$ cat config.mk
export PLATFORM = sky130hd
export DESIGN_NAME = onebit_progmem_flat
export DESIGN_NICKNAME = d
export VERILOG_FILES = /design/src/rtl/onebit_progmem_if.sv /design/src/rtl/onebit_progmem.sv /design/src/flat_wrapper.sv
export SDC_FILE = /design/constraint.sdc
export NUM_CORES = 1
export LEC_CHECK = 0
export CAP_MARGIN = 20
export CELL_PAD_IN_SITES_DETAIL_PLACEMENT = 0
export CELL_PAD_IN_SITES_GLOBAL_PLACEMENT = 1
export CORE_AREA = 2 2 39 41
export DETAILED_ROUTE_END_ITERATION = 10
export DIE_AREA = 0 0 41 43
export PLACE_DENSITY = 0.62
export RECOVER_POWER = 25
export REMOVE_ABC_BUFFERS = 1
export SYNTH_ARGS = -nofsm -noshare
export SYNTH_HDL_FRONTEND = slang
export SYNTH_SLANG_ARGS = --single-unit
$ cat constraint.sdc
create_clock -name clock -period 1.9 [get_ports clock]
set_clock_uncertainty 0.05 [all_clocks]
set_input_delay 0.19 -clock clock [delete_from_list [all_inputs] [get_ports clock]]
set_output_delay 0.19 -clock clock [all_outputs]
set_load 0.005 [all_outputs]
$ cat src/rtl/onebit_progmem_if.sv
// Load port and fetch path between the program memory and its loader / CPU.
// The master side is the loader plus the CPU fetch; the slave side is the memory.
interface onebit_progmem_if #(
    parameter int ADDR_W = 1
);
    logic              load_start;
    logic              load_valid;
    logic              load_bit;
    logic              load_ready;
    logic              load_done;
    logic [ADDR_W-1:0] addr;
    logic              data;

    modport master (
        output load_start, load_valid, load_bit, addr,
        input  load_ready, load_done, data
    );

    modport slave (
        input  load_start, load_valid, load_bit, addr,
        output load_ready, load_done, data
    );
endinterface

$ cat src/rtl/onebit_progmem.sv
// 1-bit-wide program store with a serial loader; holds the CPU in reset
// until a complete program has been written.
module onebit_progmem #(
    parameter int ADDR_W = 1
) (
    input  logic             clock,
    input  logic             reset,
    onebit_progmem_if.slave  bus,
    output logic             cpu_reset,
    output logic             busy
);
    localparam int DEPTH = 2 ** ADDR_W;

    typedef enum logic [1:0] {IDLE, LOAD, RUN} state_t;

    state_t            state;
    logic [ADDR_W-1:0] wptr;
    logic [DEPTH-1:0]  mem;
    logic              accept;

    // Ready is a pure state decode so valid never loops back into it.
    assign bus.load_ready = (state == LOAD);
    assign busy           = (state != RUN);
    assign bus.data       = mem[bus.addr];
    assign accept         = (state == LOAD) && bus.load_valid;

    always_ff @(posedge clock) begin
        if (!reset) begin
            state         <= IDLE;
            wptr          <= '0;
            mem           <= '0;
            cpu_reset     <= 1'b0;
            bus.load_done <= 1'b0;
        end else begin
            bus.load_done <= 1'b0;
            case (state)
                IDLE: begin
                    cpu_reset <= 1'b0;
                    if (bus.load_start) begin
                        state <= LOAD;
                        wptr  <= '0;
                    end
                end
                LOAD: begin
                    cpu_reset <= 1'b0;
                    if (accept) begin
                        mem[wptr] <= bus.load_bit;
                        wptr      <= wptr + 1'b1;
                        // Last address: release the CPU on the same edge.
                        if (wptr == ADDR_W'(DEPTH - 1)) begin
                            state         <= RUN;
                            cpu_reset     <= 1'b1;
                            bus.load_done <= 1'b1;
                        end
                    end
                end
                RUN: begin
                    if (bus.load_start) begin
                        state     <= LOAD;
                        wptr      <= '0;
                        cpu_reset <= 1'b0;
                    end else begin
                        cpu_reset <= 1'b1;
                    end
                end
                default: begin
                    state     <= IDLE;
                    cpu_reset <= 1'b0;
                end
            endcase
        end
    end
endmodule

$ cat src/flat_wrapper.sv
// flat-port wrapper written by rule: the top's interface ports become plain ports
module onebit_progmem_flat 
#(
    parameter int ADDR_W = 1
)
  (clock, reset, cpu_reset, busy, bus_load_start, bus_load_valid, bus_load_bit, bus_addr, bus_load_ready, bus_load_done, bus_data);
  onebit_progmem_if #(.ADDR_W(ADDR_W)) bus_i ();
  input  logic clock;
  input  logic reset;
  output logic cpu_reset;
  output logic busy;
  input wire logic [$bits(bus_i.load_start)-1:0] bus_load_start;
  input wire logic [$bits(bus_i.load_valid)-1:0] bus_load_valid;
  input wire logic [$bits(bus_i.load_bit)-1:0] bus_load_bit;
  input wire logic [$bits(bus_i.addr)-1:0] bus_addr;
  output wire logic [$bits(bus_i.load_ready)-1:0] bus_load_ready;
  output wire logic [$bits(bus_i.load_done)-1:0] bus_load_done;
  output wire logic [$bits(bus_i.data)-1:0] bus_data;
  assign bus_i.load_start = bus_load_start;
  assign bus_i.load_valid = bus_load_valid;
  assign bus_i.load_bit = bus_load_bit;
  assign bus_i.addr = bus_addr;
  assign bus_load_ready = bus_i.load_ready;
  assign bus_load_done = bus_i.load_done;
  assign bus_data = bus_i.data;
  onebit_progmem #(.ADDR_W(ADDR_W)) u_core (.clock(clock), .reset(reset), .bus(bus_i), .cpu_reset(cpu_reset), .busy(busy));
endmodule
==> run summary, run 1 <==
Crit Path Max Fanout: 5
setup TNS: 0 ns
Root Driver: clkbuf_4
Routed met3 length: 60 um
Inserted Clock Buffers: 3
final setup vio count: 0
Mapped Avg Cell Area: 9.29 sq um
Area Growth Syn to Fin: 39.7%
Top FF cell, synth: dfxtp_1
first-pass GRT wire length: 1120 um
multi-input logic area: 216 sq um
R2R Setup Slk: 0.32 ns
Post-synth ARST share: 0
Port Buf Inserts: 10
fin nets: 66
Max stage delay on crit path: 0.49 ns
critical path endpoint category: output pin
layout cells sized above 1: 0.111
hold path cells: 2
Ports: 11
H-tree depth: 1
Synth area leaders: dfxtp_1 38%, ha_1 17%, mux2i_1 11%, inv_1 4.0%, nand2_1 4.0%
R2R depth: 5
Max clock buf depth: 2
clock tree from TritonCTS: done
sequential cell area: 141 sq um
Die Y: 43 um
CP bufs+invs: 3
most common cell in the netlist: dfxtp_1
Clock Latency Late Sink: 0.25 ns
status: finished, final reports clean
critical path, cell by cell: inv_1 > ha_1 > inv_1 > clkdlybuf4s50_1
die area: 0.00176 sq mm
CP required: 1.66 ns
fin crit share: 0.911
Syn Inst Count: 40
ANT cells: 0
largest net degree at the start of global routing: 7
CP Class: reg2out
Met2 Wirelength: 326 um
Synth Register Bits: 7
hold endpoint: u_core.mem[1]$_SDFFE_PN0P_
Starting Density: 0.269
TritonRoute pass-1 iters: 1
CP top delay family: buffers and inverters
VDD IR max: 0.375 mV
RePlAce Congestion: 0.647
final WL: 694 um
vias post-DR: 305
Initial DRC Count: 0
routed length on met1: 307 um
r2r endpoint: u_core.wptr$_SDFFE_PN0P_
die width: 41 um
final cell count without fillers: 70
synthesized area: 372 sq um
post-DP HPWL: 538 um
Critical R2R Launch: u_core.state[1]$_SDFFE_PN0P_
area leader, netlist: dfxtp_1
Worst-path clk slew: 0.05 ns
Period minus WS final: 1.73 ns
RSZ-0062 raised after global routing: no
fill cell count: 158
global route total overflow: 0
vias in the first global route: 274
Final Max Tran Viols: 0
Distinct cells, synth: 16
Post-synth top cells: 7 x dfxtp_1, 5 x ha_1
critical path data arrival time: 1.49 ns
Post-synth EDFFs: 0
post-synthesis sequential area ratio: 0.377
Antenna Nets Post-Route: 0
postcts setup bufs: 0
post-DR wirelength/cell: 9.91 um
leakage power total: 0.239 nW
initial antenna violation count: 0
total power: 0.000566 W
Least-Margin Pin Slew: 0.298 ns
clk sink count: 7
most used cell, CP: inv_1
area fraction of the dominant cell type after synthesis: 0.377
maxcap violations: 0
startpoint class of the critical path: flip-flop
critical hold path startpoint: u_core.mem[1]$_SDFFE_PN0P_
Hold Vio Cnt, Final: 0
Ys Warns: 0
total global-route track usage: 0.103
Core ar.: 0.00138 sq mm
Cells after DPL: 66
Row Count: 14
Max Fclk: 578 MHz
critical path's slowest cell: clkdlybuf4s50_1
# DRC: 0
Fin Hold WS: 0.442 ns
PD cells: 1090 mW/mm^2
DR vias/cell: 4.36
Slew HR: 0.801
Max Used Layer: met3
hold crit path type: reg2reg
## worst max path at each step
stage,startpoint,end,slack [ns],cells after the start
2_1_floorplan,u_core.state[1]$_SDFFE_PN0P_,u_core.wptr$_SDFFE_PN0P_,0.43,5
3_5_place_dp,bus_addr,bus_data,0.25,3
6_report,u_core.state[0]$_SDFFE_PN0P_,busy,0.17,4
5_1_grt,u_core.state[0]$_SDFFE_PN0P_,busy,0.06,4
4_1_cts,u_core.state[0]$_SDFFE_PN0P_,busy,0.07,4
3_3_place_gp,bus_addr,bus_data,0.26,3
## cell type report
type / count / share of cell area
flip-flops and latches: 7 / 0.272
clock buffers: 4 / 0.0506
well taps: 16 / 0.0386
multi-input cells: 29 / 0.417
inverters: 4 / 0.0289
repair buffers: 10 / 0.193
## logic make-up after synthesis
group,Yosys count,synth area share
muxes,5,0.138
adders and majority gates,5,0.168
AOI/OAI and AO/OA,6,0.101
DFF,7,0.377
and+or+nand+nor,13,0.175
buffers and inverters,4,0.0404
## registers in the layout, indices dropped and copies added, names as in the netlist
name,count
u_core.wptr,1
u_core.mem,2
u_core.bus.load_done,1
u_core.state,2
u_core.cpu_reset,1
## metrics by stage
stage | util | instance area (sq um) | setup WS [ns]
CTS | 0.374 | 518 | 0.0696
global placement | 0.355 | 492 | 0.256
global route | 0.375 | 519 | 0.0567
floorplan | - | 372 | 0.426
detailed placement | 0.355 | 492 | 0.247
finish | 0.375 | 519 | 0.169
## timing repair
item / CTS / global route
gates resized for setup: 0 / 1
endpoints found under the setup margin: 0 / 1
hold buffers: 0 / 0
## report_power, final
part           switching [W]  internal, W  total, W
registers          0.0000313     0.000181  0.000212
clock network      0.0000519    0.0000800  0.000132
logic              0.0000988     0.000124  0.000223
## placed cells by master (no fill, tap or decap)
master / netlist / routed
nor2b_1: 1 / 1
o21ai_0: 2 / 2
o31ai_1: 1 / 1
nand3_1: 1 / 1
clkbuf_4: 0 / 3
mux2_2: 1 / 1
or4b_1: 1 / 1
dfxtp_1: 7 / 6
inv_1: 4 / 4
clkdlybuf4s50_1: 0 / 8
nand2_1: 4 / 4
mux2i_1: 4 / 4
ha_1: 5 / 5
o21ba_2: 1 / 1
a21oi_1: 2 / 2
and3_1: 1 / 1
dlygate4sd3_1: 0 / 2
nand3b_1: 1 / 1
nor2_1: 4 / 4
clkbuf_1: 0 / 1
dfxtp_2: 0 / 1
## layer usage
metal / up-vias / GRT usage
li1: 162 / -
met1: 134 / 0.113
met2: 9 / 0.134
met3: 0 / 0.0628
met4: 0 / 0.0800
met5: - / 0
## worst reg2reg max path: cells and delay by family, from the launching register on
kind,cells,cell delay [ns]
AND/OR/NAND/NOR,2,0.62
flip-flops,1,0.38
adder cells (fa/ha/maj),1,0.24
AO/OA/AOI/OAI,1,0.12
buffers and inverters,1,0.10
Power figures use the tool's default switching activity.
==> run 2: changes to the inputs <==
CAP_MARGIN = unset   (was 20)
SETUP_SLACK_MARGIN = 0.2   (was unset)
==> run 2 against run 1 <==
Net effect:
- clock power about the same
- wire length grew 1.0%
- sequential power rose by 4%
- register-to-register slack better by 0.03 ns
- core utilization increased by 1.6 points
- first-iteration DRC count grew 1
- sequential share of layout area decreased by 0.67 points
- cell area up 4.3%
==> run summary, run 2 (synthesized netlist as in run 1, its figures left out) <==
Slew HR: 0.801 (about the same)
most common cell after layout, fill and taps aside: clkdlybuf4s50_1 (unchanged)
Max Used Layer: met3 (unchanged)
initial antenna violation count: 0 (unchanged)
Max clock buf depth: 2 (unchanged)
post-DP HPWL: 538 um (unchanged)
clock tree from TritonCTS: done (unchanged)
total global-route track usage: 0.103 (unchanged)
r2r endpoint: u_core.state[1]$_SDFFE_PN0P_ (was u_core.wptr$_SDFFE_PN0P_)
clk sink count: 7 (unchanged)
post-DR wirelength/cell: 10.0 um (was 9.91 um)
Worst-path clk slew: 0.05 ns (about the same)
TritonRoute pass-1 iters: 3 (was 1)
die area: 0.00176 sq mm (unchanged)
Least-Margin Pin Slew: 0.299 ns (was 0.298 ns)
Ports: 11 (unchanged)
CP Class: reg2out (unchanged)
largest net degree at the start of global routing: 7 (unchanged)
final setup vio count: 0 (unchanged)
CP required: 1.66 ns (about the same)
ANT cells: 0 (unchanged)
Final Max Tran Viols: 0 (unchanged)
Hold Vio Cnt, Final: 0 (unchanged)
Fin Hold WS: 0.445 ns (was 0.442 ns)
critical path data arrival time: 1.39 ns (was 1.49 ns)
R2R depth: 5 (unchanged)
Clock Latency Late Sink: 0.25 ns (about the same)
Crit Path Max Fanout: 5 (unchanged)
CP top delay family: buffers and inverters (unchanged)
Inserted Clock Buffers: 3 (unchanged)
Port Buf Inserts: 10 (unchanged)
CP Depth: 3 (was 4)
Max stage delay on crit path: 0.49 ns (about the same)
hold path cells: 2 (unchanged)
worst setup path end: bus_load_ready (was busy)
post-route design area: 542 sq um (was 519 sq um)
maxcap violations: 0 (unchanged)
routed length on met1: 316 um (was 307 um)
Core ar.: 0.00138 sq mm (unchanged)
setup TNS: 0 ns (unchanged)
vias post-DR: 308 (was 305)
final WL: 701 um (was 694 um)
Met2 Wirelength: 323 um (was 326 um)
first-pass GRT wire length: 1120 um (unchanged)
Placed Area: 492 sq um (unchanged)
VDD IR max: 0.393 mV (was 0.375 mV)
H-tree depth: 1 (unchanged)
total power: 0.000588 W (was 0.000566 W)
R2R Setup Slk: 0.35 ns (was 0.32 ns)
startpoint class of the critical path: flip-flop (unchanged)
Starting Density: 0.269 (unchanged)
Max Fclk: 615 MHz (was 578 MHz)
CP bufs+invs: 2 (was 3)
fill cell count: 155 (was 158)
# DRC: 0 (unchanged)
critical path, cell by cell: inv_1 > ha_4 > clkdlybuf4s50_1 (was inv_1 > ha_1 > inv_1 > clkdlybuf4s50_1)
critical path endpoint category: output pin (unchanged)
Period minus WS final: 1.63 ns (was 1.73 ns)
Root Driver: clkbuf_4 (unchanged)
PD cells: 1080 mW/mm^2 (was 1090 mW/mm^2)
RSZ-0062 raised after global routing: no (unchanged)
most frequent cells in the layout: 8 x clkdlybuf4s50_1, 6 x dfxtp_1 (was 8 x clkdlybuf4s50_1, 6 x dfxtp_1, 5 x ha_1)
vias in the first global route: 270 (was 274)
RePlAce Congestion: 0.647 (unchanged)
fin crit share: 0.855 (was 0.911)
die width: 41 um (unchanged)
critical path's slowest cell: clkdlybuf4s50_1 (unchanged)
hold crit path type: reg2reg (unchanged)
status: finished, final reports clean (unchanged)
Initial DRC Count: 1 (was 0)
Die Y: 43 um (unchanged)
postcts setup bufs: 0 (unchanged)
global route total overflow: 0 (unchanged)
DR vias/cell: 4.40 (was 4.36)
Hold-fix buffers, CTS: 0 (unchanged)
Largest regs: u_core.mem: 2 flops, u_core.state: 2 flops (unchanged)
Area Growth Syn to Fin: 45.8% (was 39.7%)
Antenna Nets Post-Route: 0 (unchanged)
critical path launch point: u_core.state[1]$_SDFFE_PN0P_ (was u_core.state[0]$_SDFFE_PN0P_)
layout cells sized above 1: 0.148 (was 0.111)
fin nets: 66 (unchanged)
Critical R2R Launch: u_core.state[1]$_SDFFE_PN0P_ (unchanged)
leakage power total: 0.250 nW (was 0.239 nW)
Row Count: 14 (unchanged)
Routed met3 length: 61 um (was 60 um)
## run 2: cell count changes in the layout (fill, tap and decap cells not counted)
cell	before	now
ha_1	5	3
ha_4	0	1
dlymetal6s2s_1	0	2
ha_2	0	1
dfxtp_2	1	0
dfxtp_4	0	1
dlygate4sd3_1	2	0
## run 2: area by class of cell
class	instances	area [sq um]	share of cell area
clock buffer	4	26.3	0.0485
inverter	4	15.0	0.0277
multi-input combinational	29	231	0.427
sequential	7	144	0.266
tap	16	20.0	0.0370
timing repair buffer	10	105	0.194
## run 2: tightest hold or removal path, delay by kind of cell, from the launching register on
kind,cells,cell delay (ns)
DFF,1,0.32
muxes,1,0.07
and+or+nand+nor,1,0.07
## run 2: worst min path at each step
stage | startpoint | endpoint | slack [ns]
2_1_floorplan | bus_load_bit | u_core.mem[0]$_SDFFE_PN0P_ | 0.28
3_3_place_gp | u_core.mem[1]$_SDFFE_PN0P_ | u_core.mem[1]$_SDFFE_PN0P_ | 0.44
3_5_place_dp | u_core.mem[1]$_SDFFE_PN0P_ | u_core.mem[1]$_SDFFE_PN0P_ | 0.43
4_1_cts | u_core.mem[1]$_SDFFE_PN0P_ | u_core.mem[1]$_SDFFE_PN0P_ | 0.45
5_1_grt | u_core.mem[1]$_SDFFE_PN0P_ | u_core.mem[1]$_SDFFE_PN0P_ | 0.47
6_report | u_core.mem[1]$_SDFFE_PN0P_ | u_core.mem[1]$_SDFFE_PN0P_ | 0.44
## run 2: report_power, final
group	switching, W	leakage [nW]	internal (W)
clock	0.0000531	0.0150	0.0000800
sequential	0.0000360	0.0576	0.000184
combinational	0.000102	0.177	0.000133
total	0.000191	0.250	0.000397
## run 2: per-stage QoR
| stage | instances | worst slack [ns] | utilization |
|---|---|---|---|
| finish | 70 | 0.275 | 0.392 |
| detailed placement | 66 | 0.247 | 0.355 |
| CTS | 70 | 0.201 | 0.381 |
| floorplan | 40 | 0.426 | - |
| global route | 70 | 0.203 | 0.392 |
| global placement | 66 | 0.256 | 0.355 |
## run 2: routing by layer
metal	track usage	vias to the layer above
li1	-	162
met1	0.113	137
met2	0.134	9
met3	0.0628	0
met4	0.0800	0
met5	0	-
## run 2: timing repair
action	in CTS	in global routing
resized for setup	4	4
cloned	0	0
setup endpoints to repair	2	3
==> run 3: changes to the inputs <==
PLACE_DENSITY = 0.73   (was 0.62)
==> run 3 against run 2 <==
Net effect:
- setup slack lost 0.042 ns
- hold slack gained 0.0011 ns
- sequential power shrank 3%
- largest power group unchanged
- wire length shrank 3.3%
- cell count is the same
- combinational power shrank 5%
- register-to-register slack gained 0.02 ns
- sequential cell count is the same
- fmax shrank 2.5%
- cell area shrank 2.8%
==> run summary, run 3 (synthesized netlist as in run 1, its figures left out) <==
status: finished, final reports clean (unchanged)
Largest regs: u_core.mem: 2 flops, u_core.state: 2 flops (unchanged)
pre-CTS setup slack: 0.251 ns (was 0.247 ns)
initial antenna violation count: 0 (unchanged)
DR vias/cell: 4.31 (was 4.40)
critical path launch point: u_core.state[1]$_SDFFE_PN0P_ (unchanged)
Port Buf Inserts: 10 (unchanged)
Worst-path clk slew: 0.05 ns (about the same)
post-layout util: 0.381 (was 0.392)
RSZ-0062 raised after global routing: yes (was no)
Area Growth Syn to Fin: 41.8% (was 45.8%)
Row Count: 14 (unchanged)
die width: 41 um (unchanged)
post-DR wirelength/cell: 9.69 um (was 10.0 um)
Root Driver: clkbuf_4 (unchanged)
most common cell after layout, fill and taps aside: clkdlybuf4s50_1 (unchanged)
Ports: 11 (unchanged)
postcts setup bufs: 0 (unchanged)
first-pass GRT wire length: 1100 um (was 1120 um)
Final Max Tran Viols: 0 (unchanged)
final setup vio count: 0 (unchanged)
Cells after DPL: 66 (unchanged)
critical path data arrival time: 1.43 ns (was 1.39 ns)
Hold Vio Cnt, Final: 0 (unchanged)
critical path endpoint category: output pin (unchanged)
final cell count without fillers: 70 (unchanged)
Least-Margin Pin Slew: 0.293 ns (was 0.299 ns)
CP required: 1.66 ns (about the same)
CP Class: reg2out (unchanged)
fin nets: 66 (unchanged)
Initial DRC Count: 5 (was 1)
post-DP HPWL: 539 um (was 538 um)
Max Fclk: 600 MHz (was 615 MHz)
Hold-fix buffers, CTS: 0 (unchanged)
RePlAce Congestion: 0.691 (was 0.647)
critical hold path startpoint: u_core.state[1]$_SDFFE_PN0P_ (was u_core.mem[1]$_SDFFE_PN0P_)
Critical R2R Launch: u_core.state[1]$_SDFFE_PN0P_ (unchanged)
post-route design area: 527 sq um (was 542 sq um)
Clock Latency Late Sink: 0.25 ns (about the same)
Die Y: 43 um (unchanged)
most frequent cells in the layout: 9 x clkdlybuf4s50_1, 6 x dfxtp_1 (was 8 x clkdlybuf4s50_1, 6 x dfxtp_1)
vias in the first global route: 271 (was 270)
Placed Area: 492 sq um (unchanged)
Crit Path Max Fanout: 5 (unchanged)
PnR worst setup slack: 0.233 ns (was 0.275 ns)
Period minus WS final: 1.67 ns (was 1.63 ns)
PD cells: 1080 mW/mm^2 (about the same)
leakage power total: 0.231 nW (was 0.250 nW)
largest net degree at the start of global routing: 7 (unchanged)
R2R Setup Slk: 0.37 ns (was 0.35 ns)
sequential cell area: 144 sq um (unchanged)
maxcap violations: 0 (unchanged)
multi-input logic area: 219 sq um (was 231 sq um)
vias post-DR: 302 (was 308)
Core ar.: 0.00138 sq mm (unchanged)
fin crit share: 0.877 (was 0.855)
startpoint class of the critical path: flip-flop (unchanged)
total global-route track usage: 0.100 (was 0.103)
layout cells sized above 1: 0.130 (was 0.148)
Inserted Clock Buffers: 3 (unchanged)
hold crit path type: reg2reg (unchanged)
fill cell count: 156 (was 155)
clock tree from TritonCTS: done (unchanged)
H-tree depth: 1 (unchanged)
TritonRoute pass-1 iters: 3 (unchanged)
Starting Density: 0.269 (unchanged)
setup TNS: 0 ns (unchanged)
Max clock buf depth: 2 (unchanged)
die area: 0.00176 sq mm (unchanged)
clk sink count: 7 (unchanged)
Slew HR: 0.805 (was 0.801)
final WL: 678 um (was 701 um)
Antenna Nets Post-Route: 0 (unchanged)
# DRC: 0 (unchanged)
ANT cells: 0 (unchanged)
global route total overflow: 0 (unchanged)
VDD IR max: 0.448 mV (was 0.393 mV)
==> run 3: power by group <==
group | leakage, nW | internal, W | switching [W]
registers | 0.0576 | 0.000183 | 0.0000302
clock network | 0.0150 | 0.0000801 | 0.0000542
logic | 0.158 | 0.000124 | 0.0000990
total | 0.231 | 0.000388 | 0.000183
==> run 3: per-stage QoR <==
step | power (W) | hold WS (ns)
2_1_floorplan | 0.000358 | 0.284
5_1_grt | 0.000629 | 0.474
4_1_cts | 0.000585 | 0.450
3_3_place_gp | 0.000438 | 0.429
3_5_place_dp | 0.000437 | 0.442
6_report | 0.000571 | 0.446
==> run 3: area by class of cell <==
cell class | count | area share
inverters | 4 | 0.0285
multi-input cells | 29 | 0.416
repair buffers | 10 | 0.195
well taps | 16 | 0.0380
flip-flops and latches | 7 | 0.273
clock buffers | 4 | 0.0499
==> run 3: final timing paths <==
check | depth (start not counted) | to
worst max register to register | 5 | u_core.wptr$_SDFFE_PN0P_
worst max-delay path | 3 | bus_load_ready
worst min-delay path | 2 | u_core.state[1]$_SDFFE_PN0P_
worst min register to register | 2 | u_core.state[1]$_SDFFE_PN0P_
==> run 3: worst max-delay path, stage by stage, from the launching register on <==
cell,delay [ns]
dfxtp_1,0.33
inv_1,0.10
ha_1,0.23
clkdlybuf4s50_1,0.52
==> run 3: what timing repair did <==
item                                    CTS  global route
endpoints found under the setup margin    1             2
gates resized for setup                   3             2
cloned                                    0             0
==> run 3: per-layer routing <==
metal	global-route usage	share of wire
met1	0.122	0.46
met2	0.119	0.44
met3	0.0785	0.069
met4	0.0600	0.022
met5	0	0
